**config.mk**
```make
export PLATFORM = sky130hd
export DESIGN_NAME = sb_cfg_xbar_flat
export DESIGN_NICKNAME = d
export VERILOG_FILES = /design/src/rtl/sb_cfg_pkg.sv /design/src/rtl/sb_cfg_xbar_if.sv /design/src/rtl/sb_cfg_mux.sv /design/src/rtl/sb_cfg_xbar.sv /design/src/flat_wrapper.sv
export SDC_FILE = /design/constraint.sdc
export NUM_CORES = 1
export LEC_CHECK = 0
export CAP_MARGIN = 5
export CELL_PAD_IN_SITES_DETAIL_PLACEMENT = 0
export CELL_PAD_IN_SITES_GLOBAL_PLACEMENT = 1
export CORE_MARGIN = 2
export CORE_UTILIZATION = 35
export DETAILED_ROUTE_END_ITERATION = 8
export PLACE_DENSITY_LB_ADDON = 0.1
export SYNTH_ARGS = -nofsm -noshare
export SYNTH_HDL_FRONTEND = slang
export SYNTH_SLANG_ARGS = --single-unit
```
**constraint.sdc**
```tcl
create_clock -name prog_clk -period 2.9 [get_ports prog_clk]
set_clock_uncertainty 0.15 [all_clocks]
set_input_delay 0.58 -clock prog_clk [delete_from_list [all_inputs] [get_ports prog_clk]]
set_output_delay 0.58 -clock prog_clk [all_outputs]
set_load 0.005 [all_outputs]
```
**src/rtl/sb_cfg_pkg.sv**
```systemverilog
// Shared constants and sizing helpers for the sb_cfg_xbar routing block.
// SB_CFG_XBAR_PARITY_EN adds a leading even-parity bit to the configuration chain.
package sb_cfg_pkg;

  typedef enum logic [1:0] {
    CMT_NONE,
    CMT_ACCEPT,
    CMT_REJECT
  } commit_e;

  function automatic int unsigned clog2(input int unsigned n);
    int unsigned r;
    int unsigned v;
    r = 0;
    v = (n > 0) ? n - 1 : 0;
    while (v > 0) begin
      r++;
      v = v >> 1;
    end
    return r;
  endfunction

  function automatic int unsigned sel_width(input int unsigned mux_in);
    return clog2(mux_in);
  endfunction

  function automatic int unsigned cfg_bits(input int unsigned chan_w, input int unsigned mux_in);
    return chan_w * sel_width(mux_in);
  endfunction

  // The parity bit sits ahead of the payload, so it ends up at the chain MSB.
  function automatic int unsigned chain_len(input int unsigned payload_bits);
`ifdef SB_CFG_XBAR_PARITY_EN
    return payload_bits + 1;
`else
    return payload_bits;
`endif
  endfunction

endpackage

```
**src/rtl/sb_cfg_xbar_if.sv**
```systemverilog
// Configuration-chain interface of sb_cfg_xbar: serial load, commit request and status.
interface sb_cfg_xbar_if;

  logic ccff_head;
  logic ccff_shift_en;
  logic ccff_commit;
  logic ccff_tail;
  logic cfg_loaded;
  logic cfg_active;
  logic cfg_err;

  modport master (
    output ccff_head, ccff_shift_en, ccff_commit,
    input  ccff_tail, cfg_loaded, cfg_active, cfg_err
  );

  modport slave (
    input  ccff_head, ccff_shift_en, ccff_commit,
    output ccff_tail, cfg_loaded, cfg_active, cfg_err
  );

endinterface

```
**src/rtl/sb_cfg_mux.sv**
```systemverilog
// One MUX_IN:1 track selector; out-of-range selects and a disabled selector drive 0.
import sb_cfg_pkg::*;

module sb_cfg_mux #(
  parameter int unsigned MUX_IN = 8
) (
  input  logic [MUX_IN-1:0]            data,
  input  logic [sel_width(MUX_IN)-1:0] sel,
  input  logic                         en,
  output logic                         y
);

  always_comb begin
    y = 1'b0;
    if (en && (32'(sel) < MUX_IN)) begin
      y = data[sel];
    end
  end

endmodule

```
**src/rtl/sb_cfg_xbar.sv**
```systemverilog
// Parametrised routing switch block with a double-buffered serial configuration chain.
// Build with SB_CFG_XBAR_PARITY_EN to require even parity over the chain before a commit.
import sb_cfg_pkg::*;

module sb_cfg_xbar #(
  parameter int unsigned CHAN_W = 9,
  parameter int unsigned MUX_IN = 8
) (
  input  logic                       prog_clk,
  input  logic                       pReset,
  sb_cfg_xbar_if.slave               cfg,
  input  logic [CHAN_W*MUX_IN-1:0]   mux_in,
  output logic [CHAN_W-1:0]          chan_out
);

  localparam int unsigned SEL_W    = sel_width(MUX_IN);
  localparam int unsigned CFG_BITS = cfg_bits(CHAN_W, MUX_IN);
  localparam int unsigned LEN      = chain_len(CFG_BITS);
  localparam int unsigned CNT_W    = clog2(LEN + 1);

  logic [LEN-1:0]      shadow;
  logic [CFG_BITS-1:0] active;
  logic [CNT_W-1:0]    count;
  logic                tail_q;
  logic                active_q;
  logic                err_q;
  logic                loaded;
  logic                parity_ok;
  commit_e             cmt;

  assign loaded = (count == CNT_W'(LEN));

`ifdef SB_CFG_XBAR_PARITY_EN
  assign parity_ok = ~(^shadow);
`else
  assign parity_ok = 1'b1;
`endif

  always_comb begin
    cmt = CMT_NONE;
    if (cfg.ccff_commit) begin
      cmt = (loaded && !cfg.ccff_shift_en && parity_ok) ? CMT_ACCEPT : CMT_REJECT;
    end
  end

  // An accepted commit never coincides with a shift, so count has one writer per edge.
  always_ff @(posedge prog_clk or posedge pReset) begin
    if (pReset) begin
      shadow   <= '0;
      active   <= '0;
      count    <= '0;
      tail_q   <= 1'b0;
      active_q <= 1'b0;
      err_q    <= 1'b0;
    end else begin
      if (cfg.ccff_shift_en) begin
        shadow <= {shadow[LEN-2:0], cfg.ccff_head};
        tail_q <= shadow[LEN-1];
        if (!loaded) begin
          count <= count + 1'b1;
        end
      end
      case (cmt)
        CMT_ACCEPT: begin
          active   <= shadow[CFG_BITS-1:0];
          count    <= '0;
          active_q <= 1'b1;
        end
        CMT_REJECT: err_q <= 1'b1;
        default: ;
      endcase
    end
  end

  assign cfg.ccff_tail  = tail_q;
  assign cfg.cfg_loaded = loaded;
  assign cfg.cfg_active = active_q;
  assign cfg.cfg_err    = err_q;

  for (genvar k = 0; k < CHAN_W; k++) begin : g_mux
    sb_cfg_mux #(
      .MUX_IN(MUX_IN)
    ) u_mux (
      .data (mux_in[k*MUX_IN +: MUX_IN]),
      .sel  (active[k*SEL_W +: SEL_W]),
      .en   (active_q),
      .y    (chan_out[k])
    );
  end

endmodule

```
**src/flat_wrapper.sv**
```systemverilog
// flat-port wrapper written by rule: the top's interface ports become plain ports
module sb_cfg_xbar_flat 
#(
  parameter int unsigned CHAN_W = 9,
  parameter int unsigned MUX_IN = 8
)
  (prog_clk, pReset, mux_in, chan_out, cfg_ccff_head, cfg_ccff_shift_en, cfg_ccff_commit, cfg_ccff_tail, cfg_cfg_loaded, cfg_cfg_active, cfg_cfg_err);
  sb_cfg_xbar_if cfg_i ();
  input  logic prog_clk;
  input  logic pReset;
  input  logic [CHAN_W*MUX_IN-1:0] mux_in;
  output logic [CHAN_W-1:0] chan_out;
  input wire logic [$bits(cfg_i.ccff_head)-1:0] cfg_ccff_head;
  input wire logic [$bits(cfg_i.ccff_shift_en)-1:0] cfg_ccff_shift_en;
  input wire logic [$bits(cfg_i.ccff_commit)-1:0] cfg_ccff_commit;
  output wire logic [$bits(cfg_i.ccff_tail)-1:0] cfg_ccff_tail;
  output wire logic [$bits(cfg_i.cfg_loaded)-1:0] cfg_cfg_loaded;
  output wire logic [$bits(cfg_i.cfg_active)-1:0] cfg_cfg_active;
  output wire logic [$bits(cfg_i.cfg_err)-1:0] cfg_cfg_err;
  assign cfg_i.ccff_head = cfg_ccff_head;
  assign cfg_i.ccff_shift_en = cfg_ccff_shift_en;
  assign cfg_i.ccff_commit = cfg_ccff_commit;
  assign cfg_ccff_tail = cfg_i.ccff_tail;
  assign cfg_cfg_loaded = cfg_i.cfg_loaded;
  assign cfg_cfg_active = cfg_i.cfg_active;
  assign cfg_cfg_err = cfg_i.cfg_err;
  sb_cfg_xbar #(.CHAN_W(CHAN_W), .MUX_IN(MUX_IN)) u_core (.prog_clk(prog_clk), .pReset(pReset), .cfg(cfg_i), .mux_in(mux_in), .chan_out(chan_out));
endmodule
```
# == After elaboration in Yosys (flattened, before gate mapping) ==
# Index checks and enable logic that the tools add are counted.
# classes
n_eq_ne,4
mux,32
n_reduce_logical,4
addsub,1
magnitude_cmp,9
# ops
op,n
"3-bit by 4-bit < comparator with 1-bit output, second input constant",9
1-bit binary-select mux with 3-bit select,9
1-bit 2-to-1 mux,18
5-bit 2-to-1 mux,3
"5-bit by 1-bit adder with 5-bit output, second input constant",1
"5-bit == test, second input constant",1
2-bit 2-to-1 mux,2
"2-bit by 1-bit == test with 1-bit output, second input constant",1
"2-bit == test, second input constant",1
"2-bit != test, second input constant",1
2-bit AND reduction,1
2-bit nonzero test,1
1-bit logical AND,1
1-bit zero test,1
# word_totals
register_bits,62
wordCells,56
output_inout_bits,13
inputBits,77

# == Depth between registers and ports, before layout ==
# logic_depth
ltp_word,7
ltp_mapped,5
ltp_nobuf,5

# == Cells and area by module ==
# From an unflattened synthesis, not the netlist that was laid out.
# hier_totals
hier_cells,215
area_unflattened_um2,3085.5
# by_module_without_submodules
mod,area_each_um2,cells_per_inst,n_inst,seq_area_each_um2
sb_cfg_xbar,2443.6,152,1,1551.5
sb_cfg_mux,71.3,7,9,0.0

# == Worst setup path after synthesis ==
# No wires, ideal clock.
# synth_timing
kind,in2out
from,in mux_in[15]
to,out chan_out[1]
arrival_ns,1.287
required_time_ns,2.170
setup_slack_ns,0.883
path_buffers,1
cell_stages,4
path_cell_list,mux4_2 > nor2_1 > a311oi_1 > buf_4
# synth_via
elab_chain_cells,3
# synth_lines
item,line_no,text
from (decl),flat_wrapper.sv:11,input logic [CHAN_W*MUX_IN-1:0] mux_in;
1-bit binary-select mux with 3-bit select,sb_cfg_mux.sv:16,y = data[sel];
1-bit 2-to-1 mux (implied by the code),sb_cfg_mux.sv:16,
1-bit 2-to-1 mux,sb_cfg_mux.sv:15,if (en && (32'(sel) < MUX_IN)) begin
to (decl),flat_wrapper.sv:12,output logic [CHAN_W-1:0] chan_out;
# No other way between the ends. The select of a mux whose other input is x is not followed.

# == Worst setup path in the final report ==
# layout_timing
from,in mux_in[4]
to,out chan_out[0]
# The elaborated chain is that of the path after synthesis.

==> flow_summary_export.csv <==
group,metric,value,unit
run_status,status,"finished, final reports clean",
grt,antenna_found_initial,0,
sta,max_freq,356.3,MHz
routing,post_drt_wl_per_cell,13.57,um
routing,first_pass_iters,4,
die,ios,90,
die,die_h,98.44,um
clock_tree,clock-root-buffer,"clkbuf_8",
synth,avgSynthCellArea,13.75,um2
die,dieWidth,98.44,um
synth,synth_area_leaders,"dfrtp_1, mux2_2, mux4_2, mux2i_1, a311oi_1",
sta,slew_violations,0,
clock_tree,h-tree-depth,3,
sta,worst_slew_margin_rel,0.6702,
routing,via_per_inst,4.953,
hold_path,worstHoldPathType,"reg2reg",
clock_tree,clk_latency,0.33,ns
setup_path,critPathKind,"in2out",
placed_design,hpwl,4067,um
synth,async_reset_ff_frac,1.000,
die,fp-row-count,34,
clock_tree,cts_hold_buf,0,
setup_path,r2r_start,"u_core.count[0]",
placed_design,place_ws,0.07798,ns
setup_path,crit_required,2.17,ns
setup_path,crit_fanout,1,
sta,tns,0,ns
cells_and_area,drive_gt1_frac,0.2902,
clock_tree,clockBufferDepth,2,
clock_tree,cts_sinks,62,
sta,period_minus_slack,2.807,ns
cells_and_area,fill_cells,794,
synth,synth_nets,305,
synth,ys.flop_type,"dfrtp_1",
cells_and_area,n_antenna_cell,0,
clock_tree,path_clk_slew,0.06,ns
synth,seq_area_frac_synth,0.4970,
grt,grt_max_degree,63,
hold_path,holdPathEnd,"u_core.cfg.cfg_err",
die,core-area,0.008678,mm2
clock_tree,post_cts_resized,0,
placed_design,portBuffers,89,
routing,dr.first_iter.drc_count,74,
power_and_ir_drop,p_leak,1.837,nW
power_and_ir_drop,power-per-cell-area,575.8,mW/mm2
synth,synth_cell_types,28,
sta,finalWorstSetupSlack,0.09336,ns
cells_and_area,finalNetCount,391,
cells_and_area,layoutNonFillerInstCount,425,
setup_path,reg2reg_slack,0.91,ns
setup_path,crit_arrival,2.08,ns
hold_path,min_from,"u_core.cfg.cfg_err",
synth,synth_top_cell_by_area,"dfrtp_1",
clock_tree,postCtsSetupBuffers,0,
synth,netlist_area,0.003122,mm2
sta,rsz0062_at_grt,"false",
sta,fin_crit_sh,0.9678,
routing,antenna_left,0,
die,initial_utilization,0.3597,
power_and_ir_drop,power.ir.vdd_worst,0.0004057,V
setup_path,reg2reg_depth,4,
clock_tree,cts_tree,"done",
setup_path,worstSetupStartpointType,"primary input",
routing,totalWireLength,5766,um
grt,grt-ovfl-total,0,
grt,grt_use_total,0.1295,
routing,drc,0,
run,cap_viol_max_count,0,
placed_design,dp_cells,410,
cells_and_area,area_growth,36.79,%
setup_path,crit_path_end_kind,"output port",
sta,hold_viol_final,0,
clock_tree,cts_buffers,9,
synth,yosys_warnings,0,
sta,tightestPinTransition,0.4947,ns
sta,hold_ws,0.3151,ns
die,dieArea,0.009690,mm2
synth,synth_top_area_share,0.4970,
sta,setup_viol,0,
routing,vias,2105,
placed_design,gp_congestion,0.6823,
grt,grt_pass1_wl,10220,um
synth,synth_edf_count,0,
synth,ys_ff_latch,62,
grt,grt_pass1_vias,2188,
setup_path,reg2reg_to,"u_core.active[9]",
cells_and_area,fin_util,0.4921,
synth,synth_cells,227,
hold_path,hold_depth,1,
-- how the worst max path moves through the flow --
stage / from / to / slack [ns] / cells after the start
2_1_floorplan: pReset / u_core.active[0] / 0.63 / 1
6_report: mux_in[4] / chan_out[0] / 0.09 / 5
5_1_grt: mux_in[39] / chan_out[4] / 0.006 / 5
4_1_cts: u_core.cfg.cfg_active / chan_out[0] / 0.07 / 3
3_5_place_dp: mux_in[57] / chan_out[7] / 0.08 / 5
3_3_place_gp: mux_in[0] / chan_out[0] / 0.07 / 5
-- cells in the mapped netlist (2+ instances only) --
master / n
o31ai_1: 9
buf_4: 10
mux2i_1: 11
nand2_1: 2
mux4_2: 9
mux2_2: 57
mux2_1: 7
a311oi_1: 9
inv_1: 15
o21ai_0: 4
nand3_1: 5
buf_6: 3
buf_2: 2
dfrtp_1: 62
nor2_1: 9
-- kinds of logic after synthesis --
family	count (synthesis)	share of synthesized area
compound gates	24	0.05731
xor+xnor	1	0.002806
fa+ha+maj	1	0.004007
buf+inv	32	0.05932
flops	62	0.4970
mux	84	0.3311
simple gates	23	0.04850
-- critical path, stage by stage --
cell             delay, ns
clkdlybuf4s50_1       0.45
mux2_2                0.15
o31ai_1               0.06
a311oi_1              0.29
clkdlybuf4s50_1       0.56
-- metrics by stage --
step / total power, mW / cell area (um2)
finish: 2.459 / 4270
global route: 2.611 / 4270
CTS: 2.506 / 4269
detailed placement: 1.652 / 4048
global placement: 1.641 / 4048
floorplan: 1.451 / 3122
-- where the power goes --
part | switching [mW] | internal, mW
registers | 0.146 | 1.06
clock network | 0.310 | 0.523
logic | 0.121 | 0.300
-- placed cells by master, fill, tap and decap left out, types with 2 or more instances in the layout --
cell and count:
a311oi_1 9, bufinv_16 2, clkbuf_8 11, clkdlybuf4s50_1 88, clkinv_2 2, dfrtp_1 61
inv_1 14, mux2_1 7, mux2_2 57, mux2i_1 11, mux4_2 9, nand2_1 2
nand3_1 5, nor2_1 9, o21ai_0 4, o31ai_1 9
-- registers in the layout, summed over array words and instances, names as in the netlist --
register               count
u_core.active             27
u_core.shadow             27
u_core.count               5
u_core.cfg.ccff_tail       1
u_core.cfg.cfg_active      1
u_core.cfg.cfg_err         1
-- per-layer routing --
| metal | vias to the layer above | share of wire | GRT usage | wire [um] |
|---|---|---|---|---|
| met4 | 0 | 0.0068 | 0.03161 | 39 |
| met5 | - | 0 | 0 | 0 |
| met2 | 49 | 0.49 | 0.2104 | 2828 |
| li1 | 1010 | - | - | - |
| met3 | 5 | 0.060 | 0.04539 | 348 |
| met1 | 1041 | 0.44 | 0.1674 | 2551 |
-- area by class of cell --
class | instances | area [um2] | share of cell area
Clock buffer | 11 | 151.4 | 0.03545
Clock inverter | 4 | 70.07 | 0.01641
Inverter | 16 | 62.56 | 0.01465
Multi-Input combinational cell | 133 | 1385 | 0.3243
Sequential cell | 62 | 1553 | 0.3636
Tap cell | 108 | 135.1 | 0.03164
Timing Repair Buffer | 91 | 913.4 | 0.2139
(Power assumes the default switching activity.)
